File: src/rtl/uart_byte_rx_if.sv
// Connection between the UART byte receiver and whatever drives its line and
// consumes its received bytes, done/error pulses and busy flag.
interface uart_byte_rx_if #(
  parameter int DATA_BIT = 8
);
  logic                i_rx;
  logic [DATA_BIT-1:0] o_data;
  logic                o_rx_done_tick;
  logic                o_frame_err;
  logic                o_busy;

  // master: line driver / byte consumer; slave: the receiver itself
  modport master (
    output i_rx,
    input  o_data, o_rx_done_tick, o_frame_err, o_busy
  );
  modport slave (
    input  i_rx,
    output o_data, o_rx_done_tick, o_frame_err, o_busy
  );
endinterface

File: src/rtl/uart_byte_rx.sv
// 8N1 UART receiver, LSB first, 16x oversampling from an internal baud divider.
// Good bytes are forwarded with a one-clk done pulse; bad stop bits only pulse frame_err.
module uart_byte_rx #(
  parameter int DATA_BIT = 8,
  parameter int CLK_DIV  = 27
) (
  input  logic           clk,
  input  logic           rst_n,
  uart_byte_rx_if.slave  bus
);
  localparam int              NW       = (DATA_BIT > 1) ? $clog2(DATA_BIT) : 1;
  localparam logic [15:0]     DIV_LAST = 16'(CLK_DIV - 1);
  localparam logic [NW-1:0]   N_LAST   = NW'(DATA_BIT - 1);

  typedef enum logic [1:0] {S_IDLE, S_START, S_DATA, S_STOP} state_t;

  state_t              state_reg, state_next;
  logic [1:0]          sync_reg;
  logic                rx_s;
  logic [15:0]         div_reg, div_next;
  logic                tick;
  logic                start_detect;
  logic [3:0]          s_reg, s_next;
  logic [NW-1:0]       n_reg, n_next;
  logic [DATA_BIT-1:0] b_reg, b_next;
  logic [DATA_BIT-1:0] data_reg, data_next;
  logic                done_reg, done_next;
  logic                err_reg, err_next;
  logic                stop_sample;

  // Two-flop synchronizer; idles at 1 so reset never looks like a start bit
  always_ff @(posedge clk) begin
    if (!rst_n) sync_reg <= 2'b11;
    else        sync_reg <= {sync_reg[0], bus.i_rx};
  end
  assign rx_s = sync_reg[1];

  // Oversample tick divider, re-phased at start detection so samples land mid-bit
  assign start_detect = (state_reg == S_IDLE) && !rx_s;
  assign tick         = (div_reg == DIV_LAST);

  always_comb begin
    div_next = tick ? 16'd0 : div_reg + 16'd1;
    if (start_detect) div_next = 16'd0;
  end

  always_ff @(posedge clk) begin
    if (!rst_n) div_reg <= 16'd0;
    else        div_reg <= div_next;
  end

  // State register
  always_ff @(posedge clk) begin
    if (!rst_n) begin
      state_reg <= S_IDLE;
      s_reg     <= 4'd0;
      n_reg     <= '0;
      b_reg     <= '0;
    end else begin
      state_reg <= state_next;
      s_reg     <= s_next;
      n_reg     <= n_next;
      b_reg     <= b_next;
    end
  end

  // Next-state logic
  always_comb begin
    state_next = state_reg;
    s_next     = s_reg;
    n_next     = n_reg;
    b_next     = b_reg;
    case (state_reg)
      S_IDLE: begin
        if (!rx_s) begin
          state_next = S_START;
          s_next     = 4'd0;
        end
      end
      S_START: begin
        if (tick) begin
          if (s_reg == 4'd7) begin
            if (!rx_s) begin
              state_next = S_DATA;
              s_next     = 4'd0;
              n_next     = '0;
            end else begin
              state_next = S_IDLE;
            end
          end else begin
            s_next = s_reg + 4'd1;
          end
        end
      end
      S_DATA: begin
        if (tick) begin
          if (s_reg == 4'd15) begin
            s_next = 4'd0;
            b_next = {rx_s, b_reg[DATA_BIT-1:1]};
            if (n_reg == N_LAST) state_next = S_STOP;
            else                 n_next     = n_reg + 1'b1;
          end else begin
            s_next = s_reg + 4'd1;
          end
        end
      end
      S_STOP: begin
        if (tick) begin
          if (s_reg == 4'd15) state_next = S_IDLE;
          else                s_next     = s_reg + 4'd1;
        end
      end
      default: state_next = S_IDLE;
    endcase
  end

  // Output decode: the mid-stop sample decides between done and frame error
  always_comb begin
    stop_sample = (state_reg == S_STOP) && tick && (s_reg == 4'd15);
    done_next   = stop_sample && rx_s;
    err_next    = stop_sample && !rx_s;
    data_next   = done_next ? b_reg : data_reg;
  end

  always_ff @(posedge clk) begin
    if (!rst_n) begin
      data_reg <= '0;
      done_reg <= 1'b0;
      err_reg  <= 1'b0;
    end else begin
      data_reg <= data_next;
      done_reg <= done_next;
      err_reg  <= err_next;
    end
  end

  assign bus.o_data         = data_reg;
  assign bus.o_rx_done_tick = done_reg;
  assign bus.o_frame_err    = err_reg;
  assign bus.o_busy         = (state_reg != S_IDLE);
endmodule
File: src/flat_wrapper.sv
// flat-port wrapper written by rule: the top's interface ports become plain ports
module uart_byte_rx_flat 
#(
  parameter int DATA_BIT = 8,
  parameter int CLK_DIV  = 27
)
  (clk, rst_n, bus_i_rx, bus_o_data, bus_o_rx_done_tick, bus_o_frame_err, bus_o_busy);
  uart_byte_rx_if #(.DATA_BIT(DATA_BIT)) bus_i ();
  input  logic clk;
  input  logic rst_n;
  input wire logic [$bits(bus_i.i_rx)-1:0] bus_i_rx;
  output wire logic [$bits(bus_i.o_data)-1:0] bus_o_data;
  output wire logic [$bits(bus_i.o_rx_done_tick)-1:0] bus_o_rx_done_tick;
  output wire logic [$bits(bus_i.o_frame_err)-1:0] bus_o_frame_err;
  output wire logic [$bits(bus_i.o_busy)-1:0] bus_o_busy;
  assign bus_i.i_rx = bus_i_rx;
  assign bus_o_data = bus_i.o_data;
  assign bus_o_rx_done_tick = bus_i.o_rx_done_tick;
  assign bus_o_frame_err = bus_i.o_frame_err;
  assign bus_o_busy = bus_i.o_busy;
  uart_byte_rx #(.DATA_BIT(DATA_BIT), .CLK_DIV(CLK_DIV)) u_core (.clk(clk), .rst_n(rst_n), .bus(bus_i));
endmodule
File: config.mk
export PLATFORM = sky130hd
export DESIGN_NAME = uart_byte_rx_flat
export DESIGN_NICKNAME = d
export VERILOG_FILES = /design/src/rtl/uart_byte_rx_if.sv /design/src/rtl/uart_byte_rx.sv /design/src/flat_wrapper.sv
export SDC_FILE = /design/constraint.sdc
export NUM_CORES = 1
export LEC_CHECK = 0
export CORE_MARGIN = 2
export CORE_UTILIZATION = 25
export CTS_CLUSTER_DIAMETER = 100
export DETAILED_ROUTE_END_ITERATION = 10
export PLACE_DENSITY = 0.36
export SLEW_MARGIN = 20
export SYNTH_ARGS = -nofsm -noshare
export SYNTH_HDL_FRONTEND = slang
export SYNTH_SLANG_ARGS = --single-unit
export TNS_END_PERCENT = 1
File: constraint.sdc
create_clock -name clk -period 3.3 [get_ports clk]
set_input_delay 0.99 -clock clk [delete_from_list [all_inputs] [get_ports clk]]
set_output_delay 0.99 -clock clk [all_outputs]
set_load 0.05 [all_outputs]
==> flow_summary.toml <==
[status]
status = "completed"

[pwr]
ir_drop_v = 0.000172
power_leakage_nw = 0.927
powerDensity_nw_per_um2 = 429
total_power_mw = 1.07

[floorplan]
io_pins = 14
fp.coreArea_um2 = 8300
start_util_pct = 25.9
rows = 33
die_h_um = 96.8
die_w_um = 96.8
dieArea_um2 = 9370

[sta]
report.final.slew_viol_count = 0
setup_viol = 0
finClkSkew_ns = 0.00483
fmax_mhz = 344
hold-worst-slack_ns = 0.413
worst_slew_pin_slew_ns = 0.570
relSlewSlack_pct = 61.6
finalHoldViolCount = 0
finalCritPeriodShare_pct = 88.1
setup_tns_ns = 0
min_period_ns = 2.91
rsz0062_at_grt = "false"

[routing]
routed_wl_um = 4520
drt-pass1-iter-count = 4
drt-initial-drc-count = 52
vias = 1634
ant_nets = 0
drc_errors = 0
wire_per_inst_um = 12.6
viasPerCell = 4.56

[setup_path]
required_ns = 2.31
critical_path_arrival_ns = 1.92
cp_common_cell = "inv_1"
max_stage_delay_ns = 0.81
startpoint_type = "register"
worst_path_max_delay_cell = "clkdlybuf4s50_1"
crit_path_max_fanout = 5
end_kind = "primary output"
crit_type = "reg2out"
path_cells = "inv_1 -> ha_1 -> inv_1 -> clkdlybuf4s50_1"

[synthesis]
synth-seq-cells = 45
synth_area_per_cell_um2 = 9.04
yosysSeqAreaShare_pct = 41.9
synth-simple-area-share_pct = 29.4
synthMuxAreaShare_pct = 4.19
async_flop_share_pct = 0
syn_nets = 251
synth_cell_type_count = 46
synth_ff_type = "dfxtp_1"
postSynthCellCount = 238
synth_edf_count = 0
netlist_area_um2 = 2150
synth_compound_gate_area_share_pct = 8.84
synth_top_family_by_area = "simple AND/OR/NAND/NOR gates"
ys_warn_count = 0
synthXorXnorAreaFrac_pct = 5.70
synth_adder_area_share_pct = 5.81

[cts]
path_clk_slew_ns = 0.08
cts_tree = "built"
numCtsBuffers = 5
cts_hold_buf = 0
postCtsSetupRepairBufs = 0
cts_buffer_depth = 2
htreeDepth = 2
clockRootBuffer = "clkbuf_8"
cts_resized = 0
clock_latency_ns = 0.30
cts_sinks = 45

[global_routing]
grtUsageTotal_pct = 10.2
grt_max_degree = 19
antenna_found_initial = 0
grt_pass1_vias = 1559
overflow = 0
grt_first_pass_wirelength_um = 7860

[place]
hpwlAfterDp_um = 3280
place_congestion = 0.717
placed_area_um2 = 2390
port_buffers = 13

[cells_and_area]
post-route-cell-area_um2 = 2490
largest_register_ffs = 16
layout.nets = 265
area_delta_synth_final_pct = 15.6
drive_gt1_share_pct = 9.49
antenna_cells = 0
finish.utilization_pct = 30.0

[run]
maxCapViolCount = 0

[worst_hold_path]
min_path_type = "reg2reg"
[metrics by stage]
| step | setup WS [ns] | instances |
|---|---|---|
| 2_1_floorplan | 1.32 | 238 |
| 3_3_place_gp | 0.737 | 350 |
| 3_5_place_dp | 0.708 | 350 |
| 4_1_cts | 0.376 | 358 |
| 5_1_grt | 0.290 | 358 |
| 6_report | 0.393 | 358 |
[power by group]
part           internal (mW)  total (mW)  switching [mW]
combinational         0.0470       0.130          0.0835
sequential             0.551       0.559         0.00810
clock                  0.190       0.378           0.189
total                  0.787        1.07           0.280
[cell usage in the layout (no fill, tap or decap), drive strengths merged, types with 2 or more instances in the layout]
master	synthesis	final
a21oi	3	3
a22o	2	2
and3	2	2
and4	5	5
buf	7	4
clkbuf	3	7
clkdlybuf4s50	0	13
dfxtp	45	45
ha	10	10
inv	9	9
mux2i	9	9
nand2	20	20
nand2b	4	4
nand3	22	22
nand4	5	5
nand4b	2	2
nor2	36	36
nor3	4	4
nor4	4	4
o211ai	2	2
o21ai	14	14
or2	2	2
xnor2	7	7
xor2	7	7
[cells by family after synthesis]
| group | Yosys count |
|---|---|
| and+or+nand+nor | 112 |
| DFF | 45 |
| xor gates and xnor gates | 14 |
| muxes | 9 |
| buffers and inverters | 19 |
| adders and majority gates | 10 |
| AOI/OAI and AO/OA | 29 |
[worst max-delay path: cells and delay by family (launching register included)]
kind | cells | cell delay (ns)
buffers and inverters | 3 | 1.03
adders and majority gates | 1 | 0.24
DFF | 1 | 0.36
[final timing paths]
path / slack (ns) / start / endpoint / cells past startpoint
min: 0.41 / u_core.sync_reg[0] / u_core.sync_reg[1] / 1
min reg2reg: 0.41 / u_core.sync_reg[0] / u_core.sync_reg[1] / 1
max reg2reg: 1.26 / u_core.s_reg[0] / register / 6
max: 0.39 / u_core.state_reg[0] / bus_o_busy / 4
[area by class of cell]
class / count / area (µm²)
well taps: 105 / 131
clock inverters: 1 / 5.00
clock buffers: 7 / 96.3
flip-flops and latches: 45 / 901
multi-input cells: 174 / 1160
fillers: 886 / 5810
inverters: 9 / 33.8
repair buffers: 17 / 160
[cells in the mapped netlist, types with 4 or more instances]
cell type  instances  share of area (%)
and4_1             5                2.0
buf_2              4               0.93
dfxtp_1           45                 42
ha_1              10                5.8
inv_1              9                1.6
mux2i_1            9                4.2
nand2_1           20                3.5
nand2b_1           4                1.2
nand3_1           21                4.9
nor2_1            35                6.1
o21ai_0           14                3.3
xnor2_1            7                2.8
xor2_1             7                2.8
[per-layer routing]
layer | global-route usage, % | routed length, µm | up-vias
met3 | 2.89 | 122 | 5
met1 | 15.1 | 2570 | 751
met2 | 14.2 | 1760 | 15
met5 | 0 | 0 | -
li1 | - | - | 863
met4 | 3.25 | 67 | 0
Note: power is estimated with default switching activity, not from simulation.
